==> src/rtl/seq_divider_pkg.sv <==
// Shared types and width constants for the sequential restoring divider.
package seq_divider_pkg;

  localparam int N_DEF = 4;

  // Bits needed to count the 2N quotient steps down to zero.
  function automatic int cnt_width(input int n);
    return (n < 2) ? 1 : $clog2(2 * n);
  endfunction

  localparam int XW_DEF = 2 * N_DEF;
  localparam int PW_DEF = N_DEF + 1;
  localparam int CW_DEF = cnt_width(N_DEF);

  typedef enum logic [1:0] {
    ST_IDLE = 2'd0,
    ST_CALC = 2'd1,
    ST_DONE = 2'd2
  } state_t;

endpackage

==> src/rtl/seq_divider_if.sv <==
// Operand/result handshake bundle between a requester (master) and the divider (slave).
interface seq_divider_if
  import seq_divider_pkg::*;
#(
  parameter int N = N_DEF
);
  // Both channels use valid/ready: a transfer happens on the rising edge where
  // valid and ready are both high; valid and its payload must hold until then.
  logic             in_valid;
  logic             in_ready;
  logic [2*N-1:0]   x;
  logic [N-1:0]     y;
  logic             out_valid;
  logic             out_ready;
  logic [2*N-1:0]   q;
  logic [N-1:0]     r;
  logic             dz;

  modport master (
    output in_valid, x, y, out_ready,
    input  in_ready, out_valid, q, r, dz
  );

  modport slave (
    input  in_valid, x, y, out_ready,
    output in_ready, out_valid, q, r, dz
  );

endinterface

==> src/rtl/seq_divider_div_step.sv <==
// One restoring-division step: shift in the next dividend bit, trial-subtract y, keep or restore.
module div_step
  import seq_divider_pkg::*;
#(
  parameter int N = N_DEF
) (
  input  logic [N:0]   i_pr,
  input  logic         i_msb,
  input  logic [N-1:0] i_y,
  output logic [N:0]   o_pr,
  output logic         o_qbit
);

  logic [N:0] w_trial;
  logic [N:0] w_diff;
  logic       w_unused_pr_msb;

  // The held remainder is always below 2^N, so its top bit never feeds the shift.
  assign w_unused_pr_msb = i_pr[N];

  assign w_trial = {i_pr[N-1:0], i_msb};
  assign w_diff  = w_trial - {1'b0, i_y};
  assign o_qbit  = (w_trial >= {1'b0, i_y});
  assign o_pr    = o_qbit ? w_diff : w_trial;

endmodule

==> src/rtl/seq_divider.sv <==
// Multi-cycle unsigned restoring divider: 2N-bit dividend / N-bit divisor, one quotient bit per cycle.
// Optional macro DIV_ZERO_FAST_EN: a zero divisor skips CALC and completes on the accept edge.
module seq_divider
  import seq_divider_pkg::*;
#(
  parameter int N = N_DEF
) (
  input  logic         clk,
  input  logic         rst,
  seq_divider_if.slave bus,
  output state_t       o_dbg_state
);

  localparam int XW = 2 * N;
  localparam int CW = cnt_width(N);

  state_t        r_state;
  state_t        w_state_nxt;
  logic [XW-1:0] r_sh;
  logic [N-1:0]  r_y;
  logic [N:0]    r_pr;
  logic [CW-1:0] r_cnt;
  logic [XW-1:0] r_q;
  logic [N-1:0]  r_r;
  logic          r_dz;

  logic          w_accept;
  logic          w_last;
  logic          w_qbit;
  logic [N:0]    w_pr_nxt;
  logic [XW-1:0] w_sh_nxt;

  assign w_accept = bus.in_valid && (r_state == ST_IDLE);
  assign w_last   = (r_cnt == '0);
  // Quotient bits enter at the LSB as dividend bits leave at the MSB.
  assign w_sh_nxt = {r_sh[XW-2:0], w_qbit};

  div_step #(.N(N)) u_step (
    .i_pr   (r_pr),
    .i_msb  (r_sh[XW-1]),
    .i_y    (r_y),
    .o_pr   (w_pr_nxt),
    .o_qbit (w_qbit)
  );

  always_ff @(posedge clk) begin
    if (rst) begin
      r_state <= ST_IDLE;
    end else begin
      r_state <= w_state_nxt;
    end
  end

  always_comb begin
    w_state_nxt = r_state;
    case (r_state)
      ST_IDLE: begin
        if (w_accept) begin
`ifdef DIV_ZERO_FAST_EN
          w_state_nxt = (bus.y == '0) ? ST_DONE : ST_CALC;
`else
          w_state_nxt = ST_CALC;
`endif
        end
      end
      ST_CALC: begin
        if (w_last) w_state_nxt = ST_DONE;
      end
      ST_DONE: begin
        if (bus.out_ready) w_state_nxt = ST_IDLE;
      end
      default: w_state_nxt = ST_IDLE;
    endcase
  end

  always_ff @(posedge clk) begin
    if (rst) begin
      r_sh  <= '0;
      r_y   <= '0;
      r_pr  <= '0;
      r_cnt <= '0;
      r_q   <= '0;
      r_r   <= '0;
      r_dz  <= 1'b0;
    end else begin
      case (r_state)
        ST_IDLE: begin
          if (w_accept) begin
            r_sh  <= bus.x;
            r_y   <= bus.y;
            r_pr  <= '0;
            r_cnt <= CW'(XW - 1);
`ifdef DIV_ZERO_FAST_EN
            if (bus.y == '0) begin
              r_q  <= '1;
              r_r  <= bus.x[N-1:0];
              r_dz <= 1'b1;
            end
`endif
          end
        end
        ST_CALC: begin
          r_pr  <= w_pr_nxt;
          r_sh  <= w_sh_nxt;
          r_cnt <= r_cnt - CW'(1);
          // Final step: publish the result from this step's values, not the stale registers.
          if (w_last) begin
            r_q  <= w_sh_nxt;
            r_r  <= w_pr_nxt[N-1:0];
            r_dz <= (r_y == '0);
          end
        end
        default: ;
      endcase
    end
  end

  assign bus.in_ready  = (r_state == ST_IDLE);
  assign bus.out_valid = (r_state == ST_DONE);
  assign bus.q         = r_q;
  assign bus.r         = r_r;
  assign bus.dz        = r_dz;
  assign o_dbg_state   = r_state;

endmodule

==> src/flat_wrapper.sv <==
// flat-port wrapper written by rule: the top's interface ports become plain ports
module seq_divider_flat import seq_divider_pkg::*;
#(
  parameter int N = N_DEF
)
  (clk, rst, o_dbg_state, bus_in_valid, bus_x, bus_y, bus_out_ready, bus_in_ready, bus_out_valid, bus_q, bus_r, bus_dz);
  seq_divider_if #(.N(N)) bus_i ();
  input  logic clk;
  input  logic rst;
  output state_t o_dbg_state;
  input wire logic [$bits(bus_i.in_valid)-1:0] bus_in_valid;
  input wire logic [$bits(bus_i.x)-1:0] bus_x;
  input wire logic [$bits(bus_i.y)-1:0] bus_y;
  input wire logic [$bits(bus_i.out_ready)-1:0] bus_out_ready;
  output wire logic [$bits(bus_i.in_ready)-1:0] bus_in_ready;
  output wire logic [$bits(bus_i.out_valid)-1:0] bus_out_valid;
  output wire logic [$bits(bus_i.q)-1:0] bus_q;
  output wire logic [$bits(bus_i.r)-1:0] bus_r;
  output wire logic [$bits(bus_i.dz)-1:0] bus_dz;
  assign bus_i.in_valid = bus_in_valid;
  assign bus_i.x = bus_x;
  assign bus_i.y = bus_y;
  assign bus_i.out_ready = bus_out_ready;
  assign bus_in_ready = bus_i.in_ready;
  assign bus_out_valid = bus_i.out_valid;
  assign bus_q = bus_i.q;
  assign bus_r = bus_i.r;
  assign bus_dz = bus_i.dz;
  seq_divider #(.N(N)) u_core (.clk(clk), .rst(rst), .bus(bus_i), .o_dbg_state(o_dbg_state));
endmodule
==> config.mk <==
export PLATFORM = sky130hd
export DESIGN_NAME = seq_divider_flat
export DESIGN_NICKNAME = d
export VERILOG_FILES = /design/src/rtl/seq_divider_pkg.sv /design/src/rtl/seq_divider_if.sv /design/src/rtl/seq_divider_div_step.sv /design/src/rtl/seq_divider.sv /design/src/flat_wrapper.sv
export SDC_FILE = /design/constraint.sdc
export NUM_CORES = 1
export LEC_CHECK = 0
export BUFFER_PORTS_ARGS = -buffer_cell sky130_fd_sc_hd__buf_4
export CORE_MARGIN = 1
export CORE_UTILIZATION = 45
export DETAILED_ROUTE_END_ITERATION = 8
export PLACE_DENSITY = 0.72
export SKIP_CTS_REPAIR_TIMING = 1
export SLEW_MARGIN = 20
export SYNTH_ARGS = -nofsm -noshare
export SYNTH_HDL_FRONTEND = slang
export SYNTH_HIERARCHICAL = 1
export SYNTH_SLANG_ARGS = --single-unit
export TNS_END_PERCENT = 1
==> constraint.sdc <==
create_clock -name clk -period 5 [get_ports clk]
set_clock_uncertainty 0.05 [all_clocks]
set_input_delay 1 -clock clk [delete_from_list [all_inputs] [get_ports clk]]
set_output_delay 1 -clock clk [all_outputs]
set_load 0.005 [all_outputs]
# After elaboration in Yosys (flattened, before gate mapping)
# Index checks and enable logic that the tools add are counted.
[word_totals]
regBits = 34
inputBits = 16
output_inout_bits = 17
elab_cells = 36
[op_classes]
add_sub_neg = 2
order_cmp = 1
eq_ne = 5
reduce_logical = 9
muxes = 11
[ops]
columns = ["op", "count"]
rows = [
  ["$pmux W8 S2", 1],
  ["$mux W4", 2],
  ["$mux W8", 1],
  ["$pmux W4 S2", 1],
  ["$mux W2", 3],
  ["$pmux W2 S3", 1],
  ["$pmux W3 S2", 1],
  ["$reduce_and A2 Y1", 3],
  ["$ge A5 B4 Y1", 1],
  ["$logic_not A4 Y1", 1],
  ["$ne A2 B1 Y1 const B", 2],
  ["$sub A4 B4 Y4", 1],
  ["$logic_not A3 Y1", 1],
  ["$mux W3", 1],
  ["$reduce_and A3 Y1", 1],
  ["$sub A3 B1 Y3 const B", 1],
  ["$eq A2 B1 Y1 const B", 1],
  ["$eq A2 B2 Y1 const B", 1],
  ["$logic_not A2 Y1", 1],
  ["$ne A2 B2 Y1 const B", 1],
  ["$reduce_bool A2 Y1", 1],
  ["$logic_and A1 B1 Y1", 1],
]

# Depth between registers and ports, before layout
# Gate-level depths: netlist (run 1).
[depth]
depth_word = 4
ltp_mapped = 8
ltp_nobuf = 8

# Hierarchy
# The synthesis (run 1) kept the hierarchy.
[by_module_without_submodules]
columns = ["mod", "area_per_inst_um2", "cells_each", "n_inst", "seq_area_each_um2"]
rows = [
  ["seq_divider", 1458.9, 150, 1, 700.7],
  ["div_step", 247.7, 35, 1, 0.0],
]

# Worst setup path after synthesis (run 1)
# Ideal clock, no wire load.
[synth_timing]
kind = "reg-to-output"
from = "register u_core.r_state[0], in the netlist u_core/o_dbg_state[0]"
to = "output bus_in_ready"
arrival_ps = 803
path_buffers = 2
stages_incl_launch_ff = 4
slack_ps = 3147
required_time_ps = 3950
cell_sequence = "dfxtp_1 buf_4 buf_2 nor2_1"
[synth_between]
elab_chain_cells = 1
[synth_rtl]
columns = ["item", "line", "text"]
rows = [
  ["from (decl)", "seq_divider.sv:17", "state_t r_state;"],
  ["from (signal assigned)", "seq_divider.sv:50", "r_state <= w_state_nxt;"],
  ["$logic_not A2 Y1", "seq_divider.sv:118", "assign bus.in_ready = (r_state == ST_IDLE);"],
  ["to (decl)", "flat_wrapper.sv:15", "output wire logic [$bits(bus_i.in_ready)-1:0] bus_in_ready;"],
]
# Every way passes these cells.

# Worst setup path after layout (run 1)
[layout_timing]
from = "register u_core.r_state[0], in the netlist u_core/o_dbg_state[0]"
to = "output bus_out_valid"
[layout_between]
elab_chain_cells = 1
[layout_rtl]
columns = ["item", "line", "text"]
rows = [
  ["$eq A2 B2 Y1", "seq_divider.sv:119", "assign bus.out_valid = (r_state == ST_DONE);"],
  ["to (decl)", "flat_wrapper.sv:16", "output wire logic [$bits(bus_i.out_valid)-1:0] bus_out_valid;"],
]
# Every way passes these cells.

==> results of run 1 <==
per-stage QoR:
| stage | hold slack [ps] | power, W | util | worst slack [ps] |
|---|---|---|---|---|
| after global routing | 430 | 0.000659 | 0.558 | 2250 |
| after floorplan | 387 | 0.000448 | - | 3150 |
| after detailed placement | 401 | 0.000484 | 0.544 | 2770 |
| after global placement | 395 | 0.000477 | 0.544 | 2760 |
| after CTS | 415 | 0.000623 | 0.558 | 2370 |
| final | 410 | 0.000622 | 0.558 | 2360 |
flip-flops by register name, indices dropped and copies added, names as in the netlist:
| signal | count |
|---|---|
| u_core/bus.q | 8 |
| u_core/r_sh | 8 |
| u_core/bus.r | 4 |
| u_core/r_pr | 4 |
| u_core/r_y | 4 |
| u_core/r_cnt | 3 |
| u_core/o_dbg_state | 2 |
| u_core/bus.dz | 1 |
worst max-delay path, stage by stage (launching register included):
cell and delay (ps):
dfxtp_1 910, nor2b_1 150, buf_4 190
cell type report:
type	instances	share of cell area
multi-input combinational	121	0.444
sequential	34	0.357
timing repair buffer	32	0.126
tap	46	0.0302
clock buffer	5	0.0197
inverter	9	0.0177
clock inverter	2	0.00525
worst paths after layout:
path	from	end	slack, ps	cells past startpoint
max	u_core/o_dbg_state[0]$_SDFFE_PP0P_	bus_out_valid	2360	2
min	u_core/bus.dz$_SDFFE_PP0P_	u_core/bus.dz$_SDFFE_PP0P_	410	2
max reg2reg	u_core/o_dbg_state[0]$_SDFFE_PP0P_	u_core/r_sh[1]$_SDFFE_PP0P_	2870	3
min reg2reg	u_core/bus.dz$_SDFFE_PP0P_	u_core/bus.dz$_SDFFE_PP0P_	410	2
layer usage:
layer / track usage / vias up / wire length, µm
li1: - / 652 / -
met1: 0.221 / 627 / 1480
met2: 0.304 / 27 / 1640
met3: 0.0566 / 9 / 133
met4: 0.0843 / 0 / 65
met5: 0 / - / 0
power by group:
part / switching (W) / internal [W] / total (W)
logic: 0.0000866 / 0.0000765 / 0.000163
clock network: 0.0000914 / 0.0000505 / 0.000142
registers: 0.0000232 / 0.000293 / 0.000317
==> run summary, run 1 <==
Syn Nets -> 198
HPWL after DPL -> 2.36 mm
Worst skew pair latency -> 340 ps
Overall routing resource usage -> 0.185
CP max FO -> 19
Die area -> 3890 µm²
Mean Syn Cell Area -> 9.38 µm²
Status -> finished clean
Clk sinks -> 34
I/O pin cnt -> 33
Multi-input logic area -> 847 µm²
DRC viols -> 0
H-tree levels -> 2
Clk root buf -> clkbuf_4
Ant. Diodes -> 0
TritonCTS clock tree -> done
Row Count -> 21
Required @ worst endpoint -> 3950 ps
Cells after synthesis -> 175
Num CTS Buffers -> 5
Nets -> 226
Largest net degree at the start of global routing -> 35
RSZ-0062 raised after global routing -> false
Max-Cap Viols -> 0
Tmin final -> 2640 ps
Most frequent cells in the layout -> dfxtp_1 (34), buf_4 (32), nand2_1 (26)
Critical path type -> reg2out
Routed WL per cell -> 13.3 µm
Post-Place Cells -> 242
Non-filler cells, final -> 249
Core ar. -> 3420 µm²
Proportion of layout cells with a drive suffix above 1 -> 0.281
Drt first-iter violations -> 32
CP Data Arrival Time -> 1590 ps
Final Cycle Share -> 0.527
Final Max Slew Viols -> 0
Maximum VDD drop -> 0.178 mV
Setup Viol. Count Final -> 0
Via/cell ratio -> 5.28
Worst setup EP type -> primary output
CP Launch Type -> flop
Port bufs -> 32
Starting Density -> 0.481
Placer Congestion -> 0.871
PD cells -> 326 nW/µm²
Final WL -> 3.31 mm
Area post-placement -> 1860 µm²
Slew @ Worst Pin -> 892 ps
Most common cell after layout, fill and taps aside -> dfxtp_1
Hold crit path type -> reg2reg
Die Span Y -> 62.4 µm
Final hold violations -> 0
Clk slew on worst S/H paths -> 100 ps
Seq. cell area -> 681 µm²
Mapped cell area -> 1640 µm²
Syn. warnings -> 6
Die width -> 62.4 µm
Via count -> 1315
Congestion Overflow GR -> 0
Rel. slew slack -> 0.405
Highest clock rate -> 379 MHz
P&R area growth vs syn -> 16.2%
Fin Setup TNS -> 0 ps
Layout fillers -> 316
Detail Route Antenna Nets -> 0
First-pass GRT wire length -> 5.62 mm
Drt first pass iters -> 4
Antenna violations before repair -> 0
Vias in the first global route -> 1256
Final Cell Area -> 1910 µm²
P_leak -> 0.774 nW
CTS Buffer Depth -> 2
Note: power is estimated with default switching activity, not from simulation.
==> run 2: changes to the inputs <==
clock period = 2.7 ns   (was 5 ns; I/O delays follow)
==> run 2 against run 1 <==
Effect of this change: utilization rose by 0.22 points; sequential share of layout area fell by 0.14 points; register-to-register slack got worse by 2100 ps; critical endpoint is now u_core/r_pr[2]$_SDFFE_PP0P_; die area did not move; final cell count rose by 0.40%; via count rose by 1.7%; first-iteration DRC count rose by 84%; clock-buffer cell count did not move; combinational power rose by 97%; global-route usage rose by 0.31 points; non-clock buffer count rose by 1; highest routed layer unchanged.
==> run summary, run 2 (synthesis gave the netlist of run 1 again) <==
Most frequent cells in the layout -> dfxtp_1 (34), buf_4 (33), nand2_1 (26)
Drt first-iter violations -> 59
Overall routing resource usage -> 0.188
Clk root buf -> clkbuf_4
CP max stage cell -> dfxtp_1
Worst Setup EP -> u_core/r_pr[2]$_SDFFE_PP0P_
DRC viols -> 0
Fin Setup TNS -> 0 ps
Vias in the first global route -> 1350
Final Max Slew Viols -> 0
P_leak -> 0.779 nW
P&R area growth vs syn -> 16.6%
CP Launch Point -> u_core/r_y[2]$_SDFFE_PP0P_
CTS Buffer Depth -> 2
Die Span Y -> 62.4 µm
Final Cycle Share -> 0.701
Area post-placement -> 1870 µm²
Post-Place Cells -> 243
Final hold violations -> 0
Starting Density -> 0.481
Final worst setup slack -> 807 ps
Die area -> 3890 µm²
Non-filler cells, final -> 250
Critical path type -> reg2reg
CP max FO -> 4
Rel. slew slack -> 0.474
Core ar. -> 3420 µm²
Num CTS Buffers -> 5
Layout fillers -> 320
FF-to-FF setup slack -> 810 ps
Proportion of layout cells with a drive suffix above 1 -> 0.284
Row Count -> 21
H-tree levels -> 2
Tmin final -> 1890 ps
Slew @ Worst Pin -> 789 ps
Routed WL per cell -> 13.9 µm
CP Launch Type -> flop
FF-to-FF path depth -> 8
Antenna violations before repair -> 0
I/O pin cnt -> 33
First-pass GRT wire length -> 5.78 mm
Most common cell after layout, fill and taps aside -> dfxtp_1
Nets -> 227
Placer Congestion -> 0.926
Detail Route Antenna Nets -> 0
Finished Core Util -> 0.560
Buffers and inverters on the worst path -> 1
Required @ worst endpoint -> 2870 ps
HPWL after DPL -> 2.43 mm
CP Data Arrival Time -> 2070 ps
Hold crit path type -> in2reg
TritonCTS clock tree -> done
Congestion Overflow GR -> 0
Clk slew on worst S/H paths -> 110 ps
CP max stage delay -> 370 ps
Max-Cap Viols -> 0
Worst skew pair latency -> 330 ps
Drt first pass iters -> 4
Final Cell Area -> 1910 µm²
Die width -> 62.4 µm
Port bufs -> 32
CP delay by family, top -> simple AND/OR/NAND/NOR gates
Worst setup EP type -> flop
Multi-input logic area -> 847 µm²
Via count -> 1337
Clk sinks -> 34
R2r endpoint -> u_core/r_pr[2]$_SDFFE_PP0P_
CP Depth -> 8
CP Cell Sequence -> inv_1 -> ha_1 -> nand4_1 -> nand2_2 -> nor2_4 -> mux2_4 -> a22oi_1 -> nor2_1
Ant. Diodes -> 0
Largest net degree at the start of global routing -> 35
Worst R2R Start -> u_core/r_y[2]$_SDFFE_PP0P_
RSZ-0062 raised after global routing -> false
PD cells -> 605 nW/µm²
Post-Place Setup Slack -> 862 ps
Setup Viol. Count Final -> 0
Status -> finished clean
Final WL -> 3.48 mm
Seq. cell area -> 681 µm²
Maximum VDD drop -> 0.268 mV
Via/cell ratio -> 5.35
Highest clock rate -> 528 MHz
==> run 2: cell count changes in the layout (fill, tap and decap cells not counted) <==
cell	before	now
buf_4	32	33
==> run 2: worst register-to-register path, cell delays in order, from the launching register on <==
cell	delay (ps)
dfxtp_1	370
inv_1	50
ha_1	330
nand4_1	150
nand2_2	100
nor2_4	200
mux2_4	320
a22oi_1	170
nor2_1	50
==> run 2: how the worst min path moves through the flow <==
stage | cells after the start | start | end
2_1_floorplan | 1 | u_core/r_cnt[0]$_SDFFE_PP0P_ | u_core/r_cnt[0]$_SDFFE_PP0P_
3_3_place_gp | 2 | u_core/bus.r[1]$_SDFFE_PP0P_ | u_core/bus.r[1]$_SDFFE_PP0P_
3_5_place_dp | 2 | u_core/bus.q[5]$_SDFFE_PP0P_ | u_core/bus.q[5]$_SDFFE_PP0P_
4_1_cts | 3 | bus_y[1] | u_core/r_y[1]$_SDFFE_PP0P_
5_1_grt | 3 | bus_y[2] | u_core/r_y[2]$_SDFFE_PP0P_
6_report | 3 | bus_y[2] | u_core/r_y[2]$_SDFFE_PP0P_
==> run 2: area by class of cell <==
class                      count  share of cell area
multi-input combinational    121               0.442
sequential                    34               0.356
timing repair buffer          33               0.129
tap                           46              0.0301
clock buffer                   5              0.0196
inverter                       9              0.0176
clock inverter                 2             0.00523
==> run 2: through the flow <==
stage               power [W]  hold slack [ps]
finish                0.00116              393
global route          0.00123              387
CTS                   0.00116              379
floorplan            0.000830              387
detailed placement   0.000902              400
global placement     0.000884              394
==> run 2: power by group <==
part           switching [W]  internal, W  leakage, nW
combinational       0.000177     0.000143        0.469
sequential         0.0000325     0.000543        0.279
clock               0.000167    0.0000937       0.0308
==> run 2: layer usage <==
layer | track usage | up-vias | routed length (µm) | part of all wire
met5 | 0 | - | 0 | 0
met1 | 0.193 | 623 | 1510 | 0.43
met4 | 0.128 | 0 | 88 | 0.025
li1 | - | 655 | - | -
met2 | 0.327 | 48 | 1710 | 0.49
met3 | 0.0566 | 11 | 178 | 0.051
